[src/rtl/btn_event.sv]
// btn_event
//   Turns a debounced, CLK-synchronous button level into registered events:
//   a press pulse, a release pulse, and a step strobe that fires on the press
//   and then auto-repeats while the button stays held. An 8-bit press count
//   wraps modulo 256 and is intended for display.
//
// Parameters
//   HOLD_CNT   cycles from the press step to the first auto-repeat step (>=2)
//   REPEAT_CNT cycles between successive auto-repeat steps (>=2)
//   CNT_W      interval counter width, 2^CNT_W >= max(HOLD_CNT, REPEAT_CNT)
//
// Ports
//   CLK          system clock, rising edge
//   RST_N        asynchronous active-low reset
//   BTN_I        debounced button level, 1 = pressed
//   PRESS_O      one-cycle pulse on press
//   RELEASE_O    one-cycle pulse on release
//   STEP_O       one-cycle pulse on press and on each auto-repeat
//   LONG_O       level, high while auto-repeat is active
//   PRESS_CNT_O  press count modulo 256
module btn_event #(
  parameter int HOLD_CNT   = 50_000_000,
  parameter int REPEAT_CNT = 10_000_000,
  parameter int CNT_W      = 26
) (
  input  logic       CLK,
  input  logic       RST_N,
  input  logic       BTN_I,
  output logic       PRESS_O,
  output logic       RELEASE_O,
  output logic       STEP_O,
  output logic       LONG_O,
  output logic [7:0] PRESS_CNT_O
);

  typedef enum logic [1:0] {IDLE, PRESSED, REPEAT} state_t;

  localparam logic [CNT_W-1:0] HOLD_TC   = CNT_W'(HOLD_CNT - 1);
  localparam logic [CNT_W-1:0] REPEAT_TC = CNT_W'(REPEAT_CNT - 1);

  state_t           state, state_nx;
  logic [CNT_W-1:0] cnt, cnt_nx;
  logic             btn_q;

  logic             press_nx, release_nx, step_nx, long_nx;
  logic [7:0]       pcnt_nx;

  logic             press, rel;

  assign press = BTN_I & ~btn_q;
  assign rel   = ~BTN_I & btn_q;

  // State, counter and every output are registered here; the two comb
  // processes below only compute next values, so no output sees BTN_I
  // combinationally.
  always_ff @(posedge CLK or negedge RST_N) begin
    if (!RST_N) begin
      state       <= IDLE;
      cnt         <= '0;
      btn_q       <= 1'b0;
      PRESS_O     <= 1'b0;
      RELEASE_O   <= 1'b0;
      STEP_O      <= 1'b0;
      LONG_O      <= 1'b0;
      PRESS_CNT_O <= 8'd0;
    end else begin
      state       <= state_nx;
      cnt         <= cnt_nx;
      btn_q       <= BTN_I;
      PRESS_O     <= press_nx;
      RELEASE_O   <= release_nx;
      STEP_O      <= step_nx;
      LONG_O      <= long_nx;
      PRESS_CNT_O <= pcnt_nx;
    end
  end

  // Next-state and interval counter. Release is tested before the terminal
  // count so a release on the repeat boundary never produces a step.
  always_comb begin
    state_nx = state;
    cnt_nx   = cnt;
    unique case (state)
      IDLE: begin
        if (press) begin
          state_nx = PRESSED;
          cnt_nx   = '0;
        end
      end
      PRESSED: begin
        if (rel) begin
          state_nx = IDLE;
        end else if (cnt == HOLD_TC) begin
          state_nx = REPEAT;
          cnt_nx   = '0;
        end else begin
          cnt_nx   = cnt + CNT_W'(1);
        end
      end
      REPEAT: begin
        if (rel) begin
          state_nx = IDLE;
        end else if (cnt == REPEAT_TC) begin
          cnt_nx   = '0;
        end else begin
          cnt_nx   = cnt + CNT_W'(1);
        end
      end
      default: begin
        state_nx = IDLE;
        cnt_nx   = '0;
      end
    endcase
  end

  // Next output values. Pulses default low every cycle.
  always_comb begin
    press_nx   = 1'b0;
    release_nx = 1'b0;
    step_nx    = 1'b0;
    pcnt_nx    = PRESS_CNT_O;
    unique case (state)
      IDLE: begin
        if (press) begin
          press_nx = 1'b1;
          step_nx  = 1'b1;
          pcnt_nx  = PRESS_CNT_O + 8'd1;
        end
      end
      PRESSED: begin
        if (rel)                  release_nx = 1'b1;
        else if (cnt == HOLD_TC)  step_nx    = 1'b1;
      end
      REPEAT: begin
        if (rel)                  release_nx = 1'b1;
        else if (cnt == REPEAT_TC) step_nx   = 1'b1;
      end
      default: ;
    endcase
    // LONG_O tracks residency in the auto-repeat state.
    long_nx = (state_nx == REPEAT);
  end

endmodule

[config.mk]
export PLATFORM = sky130hd
export DESIGN_NAME = btn_event
export DESIGN_NICKNAME = d
export VERILOG_FILES = /design/src/rtl/btn_event.sv
export SDC_FILE = /design/constraint.sdc
export NUM_CORES = 1
export LEC_CHECK = 0
export BUFFER_PORTS_ARGS = -buffer_cell sky130_fd_sc_hd__buf_2
export CORE_ASPECT_RATIO = 0.75
export CORE_MARGIN = 10
export CORE_UTILIZATION = 45
export DETAILED_ROUTE_END_ITERATION = 8
export SLEW_MARGIN = 20
export SYNTH_ARGS = -nofsm -noshare
export SYNTH_HDL_FRONTEND = slang
export SYNTH_SLANG_ARGS = --single-unit
export TNS_END_PERCENT = 100
[constraint.sdc]
create_clock -name CLK -period 2.2 [get_ports CLK]
set_input_delay 0.33 -clock CLK [delete_from_list [all_inputs] [get_ports CLK]]
set_output_delay 0.33 -clock CLK [all_outputs]
set_load 0.005 [all_outputs]
# == Word-level counts from Yosys, hierarchy flattened ==
# Cells that the tools add are included.
# Widths: inputs -> output; s select.
# classes
n_addsub,2
n_mul,0
n_div,0
n_lt_le_gt_ge,0
n_eq_ne,8
shift,0
muxes,20
bitwise,4
reduce_logical,4
# op_table
cell,n
$mux 26,5
$pmux 26 s3,1
$add 26x1->26 const B,1
$eq 26x24->1 const B,1
$eq 26x26->1 const B,1
$add 8x1->8 const B,1
$mux 1,8
$mux 2,4
$ne 2x2->1 const B,3
$pmux 2 s3,1
$eq 2x2->1 const B,2
$pmux 1 s3,1
$reduce_and 3->1,1
$and 1x1->1,2
$eq 2x1->1 const B,1
$logic_not 2->1,1
$not 1->1,2
$reduce_and 2->1,1
$reduce_or 2->1,1
# totals
reg_bits,41
latch_bits,0
mem_bits_rw,0
mem_bits_ro,0
inputBits,3
output_inout_bits,12
word_cells,46
memories,0

# == Depth between registers and ports, before layout ==
# Gate-level depths: netlist of run 1.
# logic_depth
ltp_word,5
ltp_mapped,9
ltp_nobuf,7

# == Worst setup path after synthesis of run 1 ==
# Ideal clock, no wire load.
# synth_timing
path_type,reg2reg
startpoint,reg state[0]
endpoint,reg cnt[10]
setup_time_ns,0.137
arrival_ns,1.985
required_ns,2.063
slack_ns,0.078
path_stages_with_launch,8
n_path_buf,2
synth_period_minus_slack_ns,2.122
path_cell_list,dfrtp_1 -> inv_1 -> ha_1 -> or2_2 -> a22oi_1 -> clkbuf_1 -> clkbuf_1 -> a21oi_1
# synth_via
elab_chain_cells,3
word_cells_on_any_way,8
classes_between,eq/ne: 5; mux: 1; reduce/logical: 2
# synth_rtl
item,line_no,rtl
from (decl),41,"state_t state, state_nx;"
from (signal assigned),67,state <= state_nx;
$eq 2x1->1 (tied with other cells),83,unique case (state)
$ne 2x2->1 (no line),--,
$reduce_and 3->1 (no line),--,
to (signal assigned),68,cnt <= cnt_nx;
to (decl),42,"logic [CNT_W-1:0] cnt, cnt_nx;"
# Parallel ways exist; a longest one is shown, timed or not.
# A chain may end at the register's enable or synchronous reset.

# == Worst setup path after layout of run 1 ==
# layout_timing
startpoint,reg cnt[8]
endpoint,reg cnt[19]
# layout_via
elab_chain_cells,4
word_cells_on_any_way,8
classes_between,add/sub: 1; eq/ne: 2; mux: 5
# layout_rtl
item,line_no
$add 26x1->26 (tied with other cells),"97, 106"
"$mux 26, on equally long branches","103, 93"
"$mux 26, on equally long branches","101, 91"
$pmux 26 s3 *,83
# Mark *: on every way between the ends. The rest lies on a longest branch, timed or not. The select of a mux whose other input is x is not followed.

==> qor.yml, run 1 <==
synth:
  synthTopCellsByArea: "dfrtp_1 44%, xnor2_1 7.6%, a21oi_1 4.8%, ha_1 3.2%, nand2_1 3.2%"
  yosysTopAreaCell: "dfrtp_1"
  yosys.cell_types.count: 48
  ys_warn_count: 0
  synth_compound_area_frac: 0.126
  synthMuxAreaShare: 0.00487
  synth_xor_area_frac: 0.102
  synth-seq-cells: 41
  synthesis.nets: 244
  synthArstFlopShare: 1.00
  synth_top_cell_area_share: 0.444
  synth_top_family_by_area: "simple AND/OR/NAND/NOR gates"
  post-synth-top-count-cell: "dfrtp_1"
  yosys.area_share.simple: 0.251
  netlist_area_mm2: 0.00231
  ys_seq_area_frac: 0.444
  synthFlopType: "dfrtp_1"
  synth_top_cells_by_count: "41 x dfrtp_1, 22 x a21oi_1, 20 x nand2_1, 20 x xnor2_1, 11 x nand3_1"
  synth_adder_area_share: 0.0325
  netlist_instances: 235
  syn_avg_cell_area_um2: 9.84
  synth_edf_count: 0
setup_path:
  crit_fanout: 14
  r2r-end: "cnt[19]"
  cp-startpoint: "cnt[8]"
  crit_path_end_kind: "flip-flop"
  arrival_ns: 2.32
  r2r_setup_slack_ns: 0.05
  critPathLaunchType: "flip-flop"
  r2r_cells: 6
  critPathKind: "flip-flop to flip-flop"
  crit_end: "cnt[19]"
  reg2reg_from: "cnt[8]"
  worstPathRequired_ns: 2.37
power_and_ir_drop:
  finalPower_w: 0.00213
  clkPwrFrac: 0.257
  powerDensity_mw_per_mm2: 773
  vdd_drop_max_mv: 0.432
  p_leak_nw: 1.16
  p_comb_frac: 0.326
  p_sw_frac: 0.344
  power.internal_w: 0.00140
  p_switching_w: 0.000732
  seqPwrFrac: 0.417
grt:
  grt_pass1_wl_um: 9180
  globalRouteOverflowTotal: 0
  grtUsageTotal: 0.138
  grt_max_degree: 33
  grt_pass1_vias: 1765
  antenna_found_initial: 0
floorplan:
  io_pins: 15
  die_area_mm2: 0.00844
  initial_utilization: 0.469
  die_h_um: 82.1
  die_x_um: 103
  core_mm2: 0.00493
  rows: 22
sta:
  rsz0062_at_grt: "yes"
  setup_viol: 0
  fmax_mhz: 465
  drv_slew: 0
  max_slew_margin: 0.689
  clock_skew_ns: 0.00907
  period_share: 0.979
  worst_pin_slew_ns: 0.463
  period_needed_ns: 2.15
  hold_viol: 0
  tns_ns: 0
place:
  gp_congestion: 0.943
  hpwl_um: 4080
  place.port_buffers: 14
detailed_routing:
  avgRoutedWirePerCell_um: 17.1
  vias: 1923
  drt.antenna.violating_nets: 0
  vias_per_cell: 5.83
  drt_iter0_drc: 176
  drc: 0
  detail_route.first_pass.iterations: 4
  wirelength_um: 5660
clock_network:
  clock_sinks: 41
  clock-root-buffer: "clkbuf_8"
  tritoncts: "done"
  post-cts-setup-buffer-count: 0
  cts_buffers: 5
  clk_pin_slew_worst_paths_ns: 0.09
  clk_path_buf_depth: 2
  insertion_delay_ns: 0.29
  h-tree-depth: 2
layout:
  num_antenna_cells: 0
  nets: 278
  fillers: 459
  synthToLayoutAreaGrowth_pct: 19.1
  drive_gt1_frac: 0.230
worst_hold_path:
  min_path_type: "input pin to flip-flop"
outcome:
  status: "complete, no violations"
job:
  drv_cap: 0
## cells in the final DEF (no fill, tap or decap), types with 3 or more instances in the layout
cell / Yosys / routed
nand2_1: 20 / 20
nand3_1: 11 / 11
dfrtp_1: 41 / 41
nor4_1: 8 / 6
nor2_1: 8 / 8
inv_1: 6 / 6
nor3_1: 6 / 6
nand4b_1: 4 / 4
and4_1: 5 / 5
and3_1: 7 / 7
nor2b_1: 3 / 3
buf_2: 3 / 14
ha_1: 6 / 6
a21oi_1: 22 / 22
o21ai_0: 4 / 4
xnor2_1: 20 / 20
xor2_1: 7 / 7
o2111ai_1: 3 / 3
buf_4: 0 / 24
clkbuf_8: 0 / 7
nand4_1: 10 / 10
## metal layers
layer	GRT usage	routed length [um]
met5	0	0
met2	0.181	2260
met1	0.210	2910
met3	0.0411	425
met4	0.0374	58
## layout make-up
type	instances	area (um^2)	share of cell area
multi-input cells	174	1240	0.449
flip-flops and latches	41	1030	0.373
repair buffers	41	292	0.106
clock buffers	7	96.3	0.0350
well taps	60	75.1	0.0273
inverters	6	22.5	0.00818
clock inverters	1	5.00	0.00182
## per-stage QoR
stage / cell area [um^2] / hold WS, ns / setup slack [ns] / cells / util
finish: 2750 / 0.217 / 0.0473 / 330 / 0.559
global route: 2750 / 0.219 / -0.0616 / 330 / 0.559
CTS: 2710 / 0.212 / 0.00896 / 330 / 0.550
detailed placement: 2600 / 0.253 / 0.0303 / 321 / 0.527
global placement: 2600 / 0.257 / 0.0863 / 321 / 0.527
floorplan: 2310 / 0.0344 / 0.0780 / 235 / -
## power groups by stage
stage	clock network, W	registers, W	logic [W]
detailed placement	0	0.000903	0.000650
finish	0.000548	0.000888	0.000693
global route	0.000590	0.000903	0.000761
global placement	0	0.000901	0.000650
CTS	0.000561	0.000888	0.000659
floorplan	0	0.000901	0.000383
## flip-flops by register name, summed over array words and instances (netlist names)
signal / count
LONG_O: 1
STEP_O: 1
btn_q: 1
PRESS_CNT_O: 8
PRESS_O: 1
state: 2
RELEASE_O: 1
cnt: 26
## critical path, stage by stage (launching register included)
cell,delay (ns)
dfrtp_1,0.42
or4b_4,0.54
nor4_4,0.39
a21boi_4,0.14
o21ai_4,0.24
buf_6,0.20
a21oi_1,0.09
## worst min path at each step
stage                     cells after the start  slack [ns]  endpoint   from
after global routing                          1        0.22     btn_q  BTN_I
after global placement                        1        0.26   PRESS_O  RST_N
after CTS                                     1        0.21     btn_q  BTN_I
after detailed placement                      1        0.25   PRESS_O  RST_N
after floorplan                               0        0.03    LONG_O  RST_N
final                                         1        0.22     btn_q  BTN_I
## logic make-up after synthesis
kind of cell               after synthesis
xor gates and xnor gates                27
buffers and inverters                   20
DFF                                     41
AOI/OAI and AO/OA                       43
and+or+nand+nor                         97
adders and majority gates                6
muxes                                    1
## what timing repair did
item / in CTS / in global routing
gates resized for setup: 1 / 8
hold buffers: 1 / 0
pin swaps: 0 / 1
cloned: 0 / 0
hold endpoints to repair: 13 / 0
endpoints found under the setup margin: 1 / 16
Power figures use the tool's default switching activity.
==> inputs of run 2 (changes only) <==
--- a/config.mk
+++ b/config.mk
@@ -5,7 +5,7 @@
 export SDC_FILE = /design/constraint.sdc
 export NUM_CORES = 1
 export LEC_CHECK = 0
-export BUFFER_PORTS_ARGS = -buffer_cell sky130_fd_sc_hd__buf_2
+export BUFFER_PORTS_ARGS = -buffer_cell sky130_fd_sc_hd__clkbuf_2
 export CORE_ASPECT_RATIO = 0.75
 export CORE_MARGIN = 10
 export CORE_UTILIZATION = 45
==> run 2 against run 1 <==
Critical path depth increased by 2; largest cell class unchanged; critical path type unchanged; final cell count increased by 0.30%; flip-flop and latch count unchanged; first-iteration DRC count decreased by 20%; hold slack got worse by 0.13 ns; combinational power increased by 9.7%.
==> qor.yml, run 2 (synthesis results as in run 1) <==
layout:
  synthToLayoutAreaGrowth_pct: 19.9
  final_common_cell: "dfrtp_1"
  fillers: 439
  reg_top3: "cnt x26, PRESS_CNT_O x8, state x2"
  num_antenna_cells: 0
  top_register: "cnt"
  seq_area_mm2: 0.00103
  final_cell_mix: "41 x dfrtp_1, 25 x buf_4, 22 x a21oi_1"
  drive_gt1_frac: 0.236
  finalCoreUtilization: 0.563
  nets: 279
  largest_reg_flops: 26
  multi_input_area_mm2: 0.00124
power_and_ir_drop:
  finalPower_w: 0.00214
  powerDensity_mw_per_mm2: 772
  p_leak_nw: 1.16
  vdd_drop_max_mv: 0.505
clock_network:
  cts_buffers: 5
  postCtsHoldBufs: 0
  h-tree-depth: 2
  insertion_delay_ns: 0.29
  clk_pin_slew_worst_paths_ns: 0.08
  clk_path_buf_depth: 2
  clock_sinks: 41
  tritoncts: "done"
  clock-root-buffer: "clkbuf_8"
grt:
  grt_max_degree: 42
  grtUsageTotal: 0.138
  grt_pass1_vias: 1797
  grt_pass1_wl_um: 9230
  antenna_found_initial: 0
  globalRouteOverflowTotal: 0
setup_path:
  r2r-end: "cnt[18]"
  worstPathRequired_ns: 2.39
  critPathLaunchType: "flip-flop"
  r2r_setup_slack_ns: 0.10
  reg2reg_from: "state[0]"
  arrival_ns: 2.28
  r2r_cells: 8
  critPathKind: "flip-flop to flip-flop"
  crit_fanout: 4
  crit_path_end_kind: "flip-flop"
detailed_routing:
  avgRoutedWirePerCell_um: 17.1
  vias: 1919
  drt_iter0_drc: 141
  detail_route.first_pass.iterations: 4
  vias_per_cell: 5.80
  wirelength_um: 5670
  drc: 0
  drt.antenna.violating_nets: 0
sta:
  period_share: 0.953
  hold_viol: 0
  worst_pin_slew_ns: 0.516
  drv_slew: 0
  setup_viol: 0
  fmax_mhz: 477
  period_needed_ns: 2.10
  max_slew_margin: 0.656
  clock_skew_ns: 0.00489
  fin_hold_ws_ns: 0.0828
floorplan:
  io_pins: 15
  initial_utilization: 0.469
  die_x_um: 103
  die_area_mm2: 0.00844
  core_mm2: 0.00493
  die_h_um: 82.1
  rows: 22
job:
  drv_cap: 0
place:
  gp_congestion: 0.876
  hpwl_um: 3940
  place.port_buffers: 14
worst_hold_path:
  min_path_type: "input pin to asynchronous set/reset pin"
outcome:
  status: "complete, no violations"
-- run 2: final cells by class --
cell class | instances | share of cell area
Clock buffer | 6 | 0.0262
Clock inverter | 2 | 0.00542
Inverter | 6 | 0.00812
Multi-Input combinational cell | 174 | 0.447
Sequential cell | 41 | 0.370
Tap cell | 60 | 0.0271
Timing Repair Buffer | 42 | 0.116
-- run 2: repair_timing --
action | in CTS | in global routing
gates cloned | 0 | 1
setup buffers | 0 | 2
endpoints found under the setup margin | 1 | 7
pin swaps | 0 | 3
gates resized for setup | 1 | 7
-- run 2: worst max path at each step --
stage                         from  endpoint  slack, ns  cells after the start
after floorplan           state[0]   cnt[10]       0.08                      7
after global placement    state[0]   cnt[24]       0.05                      7
after detailed placement  state[0]   cnt[25]      0.002                      8
after CTS                   cnt[0]    cnt[2]       0.02                      7
after global routing      state[0]   cnt[18]      -0.01                      8
final                     state[0]   cnt[18]       0.10                      8
-- run 2: through the flow --
step	TNS [ns]	worst slack [ns]	instance area [um^2]	cells
finish	0	0.103	2770	331
global route	-0.0208	-0.0128	2770	331
CTS	0	0.0171	2700	328
detailed placement	0	0.00162	2600	320
global placement	0	0.0533	2600	320
floorplan	0	0.0780	2310	235
-- run 2: report_power, final --
| group | leakage, nW | switching (W) | total (W) | internal (W) |
|---|---|---|---|---|
| clock | 0.0374 | 0.000269 | 0.000492 | 0.000224 |
| sequential | 0.559 | 0.0000699 | 0.000889 | 0.000819 |
| combinational | 0.560 | 0.000418 | 0.000760 | 0.000342 |
| total | 1.16 | 0.000757 | 0.00214 | 0.00138 |
-- run 2: layer usage --
layer / share of wire / vias to the layer above / wire (um) / track usage
met5: 0 / - / 0 / 0
li1: - / 929 / - / -
met4: 0.012 / 0 / 68 / 0.0291
met3: 0.052 / 9 / 295 / 0.0285
met2: 0.42 / 51 / 2400 / 0.190
met1: 0.51 / 930 / 2910 / 0.214
-- run 2: critical path, stage by stage (launching register included) --
cell     delay [ns]
dfrtp_1        0.37
inv_1          0.08
ha_1           0.21
or2_2          0.32
a221o_1        0.42
buf_4          0.18
nor3b_1        0.21
xnor2_1        0.15
a21oi_1        0.05
==> inputs of run 3 (changes only) <==
--- a/config.mk
+++ b/config.mk
@@ -10,6 +10,7 @@
 export CORE_MARGIN = 10
 export CORE_UTILIZATION = 45
 export DETAILED_ROUTE_END_ITERATION = 8
+export PLACE_DENSITY_LB_ADDON = 0.2
 export SLEW_MARGIN = 20
 export SYNTH_ARGS = -nofsm -noshare
 export SYNTH_HDL_FRONTEND = slang
==> run 3 against run 2 <==
Hold slack improved by 0.0074 ns; register-to-register slack got worse by 0.05 ns; final cell count decreased by 1.2%; wire length decreased by 0.62%; critical path depth decreased by 1; worst setup slack got worse by 0.045 ns; first-iteration DRC count increased by 48%; sequential share of layout area increased by 0.29 points; combinational power decreased by 6.2%; die area unchanged; critical path type unchanged.
==> qor.yml, run 3 (synthesis results as in run 1) <==
floorplan:
  die_h_um: 82.1
  io_pins: 15
  die_area_mm2: 0.00844
  die_x_um: 103
  core_mm2: 0.00493
  initial_utilization: 0.469
  rows: 22
job:
  drv_cap: 0
detailed_routing:
  avgRoutedWirePerCell_um: 17.2
  vias: 1921
  top_layer_used: "met4"
  wirelength_um: 5640
  wl_met2_um: 2430
  drc: 0
  wl_met1_um: 2800
  detail_route.first_pass.iterations: 5
  wl_met3_um: 374
  vias_per_cell: 5.87
  drt.antenna.violating_nets: 0
  drt_iter0_drc: 208
layout:
  final_area_mm2: 0.00275
  final_cell_mix: "41 x dfrtp_1, 21 x a21oi_1, 21 x buf_4"
  drive_gt1_frac: 0.232
  fillers: 440
  nets: 275
  finalCoreUtilization: 0.558
  largest_reg_flops: 26
  synthToLayoutAreaGrowth_pct: 19.0
  num_antenna_cells: 0
  reg_top3: "cnt x26, PRESS_CNT_O x8, state x2"
  final_common_cell: "dfrtp_1"
  top_register: "cnt"
power_and_ir_drop:
  vdd_drop_max_mv: 0.522
  p_switching_w: 0.000741
  clkPwrFrac: 0.252
  powerDensity_mw_per_mm2: 782
  power.internal_w: 0.00141
  p_sw_frac: 0.344
  p_leak_nw: 1.15
  seqPwrFrac: 0.417
  p_comb_frac: 0.331
clock_network:
  tritoncts: "done"
  clk_pin_slew_worst_paths_ns: 0.08
  postCtsHoldBufs: 0
  clock_sinks: 41
  cts_buffers: 5
  insertion_delay_ns: 0.29
  clock-root-buffer: "clkbuf_8"
  clk_path_buf_depth: 2
  h-tree-depth: 2
setup_path:
  critPathSlowestCell: "a221o_1"
  r2r-end: "cnt[24]"
  critPathLaunchType: "flip-flop"
  slowest_delay_ns: 0.47
  worstPathRequired_ns: 2.38
  arrival_ns: 2.32
  crit_path_end_kind: "flip-flop"
  r2r_setup_slack_ns: 0.06
  cp_cell_sequence: "inv_1 > ha_1 > or2_4 > a221o_1 > nor4_2 > xnor2_1 > a21oi_1"
  r2r_cells: 7
  reg2reg_from: "state[0]"
  critPathKind: "flip-flop to flip-flop"
  crit_fanout: 7
grt:
  grtUsageTotal: 0.143
  grt_max_degree: 42
  globalRouteOverflowTotal: 0
  grt_pass1_vias: 1893
  grt_pass1_wl_um: 9500
  antenna_found_initial: 0
sta:
  clock_skew_ns: 0.00462
  period_share: 0.974
  setup_viol: 0
  hold_viol: 0
  worst_pin_slew_ns: 0.532
  drv_slew: 0
  period_needed_ns: 2.14
  fmax_mhz: 467
  max_slew_margin: 0.644
place:
  gp_congestion: 0.877
  dpl_cell_area_mm2: 0.00256
  hpwl_um: 4010
  place.port_buffers: 14
worst_hold_path:
  min_path_type: "input pin to asynchronous set/reset pin"
outcome:
  status: "complete, no violations"
==> run 3: changes by cell type in the layout (fill, tap and decap cells not counted), sizes merged <==
cell,before,now
buf,27,24
clkinv,0,1
clkinvlp,2,0
==> run 3: how the worst max path moves through the flow <==
stage	start	endpoint	slack, ns
6_report	state[0]	cnt[24]	0.06
3_3_place_gp	cnt[0]	cnt[2]	0.02
2_1_floorplan	state[0]	cnt[10]	0.08
5_1_grt	state[0]	cnt[24]	-0.04
4_1_cts	state[0]	cnt[25]	0.007
3_5_place_dp	state[0]	cnt[25]	-0.05
==> run 3: cell type report <==
cell class | instances | area [um^2] | area share
clock buffers | 7 | 96.3 | 0.0350
clock inverters | 1 | 5.00 | 0.00182
inverters | 6 | 22.5 | 0.00819
multi-input cells | 174 | 1260 | 0.457
flip-flops and latches | 41 | 1030 | 0.373
well taps | 60 | 75.1 | 0.0273
repair buffers | 38 | 270 | 0.0982
==> run 3: metrics by stage <==
step | setup slack [ns] | TNS [ns] | power [W] | hold WS (ns) | std cells
2_1_floorplan | 0.0780 | 0 | 0.00128 | 0.0344 | 235
5_1_grt | -0.0421 | -0.0908 | 0.00226 | 0.143 | 327
6_report | 0.0578 | 0 | 0.00215 | 0.0903 | 327
3_5_place_dp | -0.0488 | -0.0488 | 0.00155 | 0.428 | 316
3_3_place_gp | 0.0221 | 0 | 0.00154 | 0.430 | 316
4_1_cts | 0.00691 | 0 | 0.00210 | 0.111 | 324
==> run 3: repair_timing <==
item                                   CTS  global route
setup endpoints to repair                2            26
pin swaps                                0             4
buffers inserted                         0             3
endpoints found under the hold margin    0             0
gates resized for setup                  3            10
==> run 3: power groups by stage <==
stage / clock network, W / registers (W) / logic, W
after floorplan: 0 / 0.000901 / 0.000383
after global placement: 0 / 0.000908 / 0.000633
after detailed placement: 0 / 0.000913 / 0.000637
after CTS: 0.000553 / 0.000898 / 0.000653
after global routing: 0.000581 / 0.000911 / 0.000772
final: 0.000543 / 0.000897 / 0.000713
==> run 3: per-layer routing <==
layer,vias up,global-route usage
li1,916,-
met3,2,0.0352
met2,64,0.203
met4,0,0.0471
met1,939,0.207
met5,-,0
==> run 3: worst max-delay path: cells and delay by family, from the launching register on <==
kind	cells	cell delay (ns)
xor gates and xnor gates	1	0.16
and+or+nand+nor	2	0.61
buffers and inverters	1	0.09
adders and majority gates	1	0.23
AOI/OAI and AO/OA	2	0.53
DFF	1	0.41
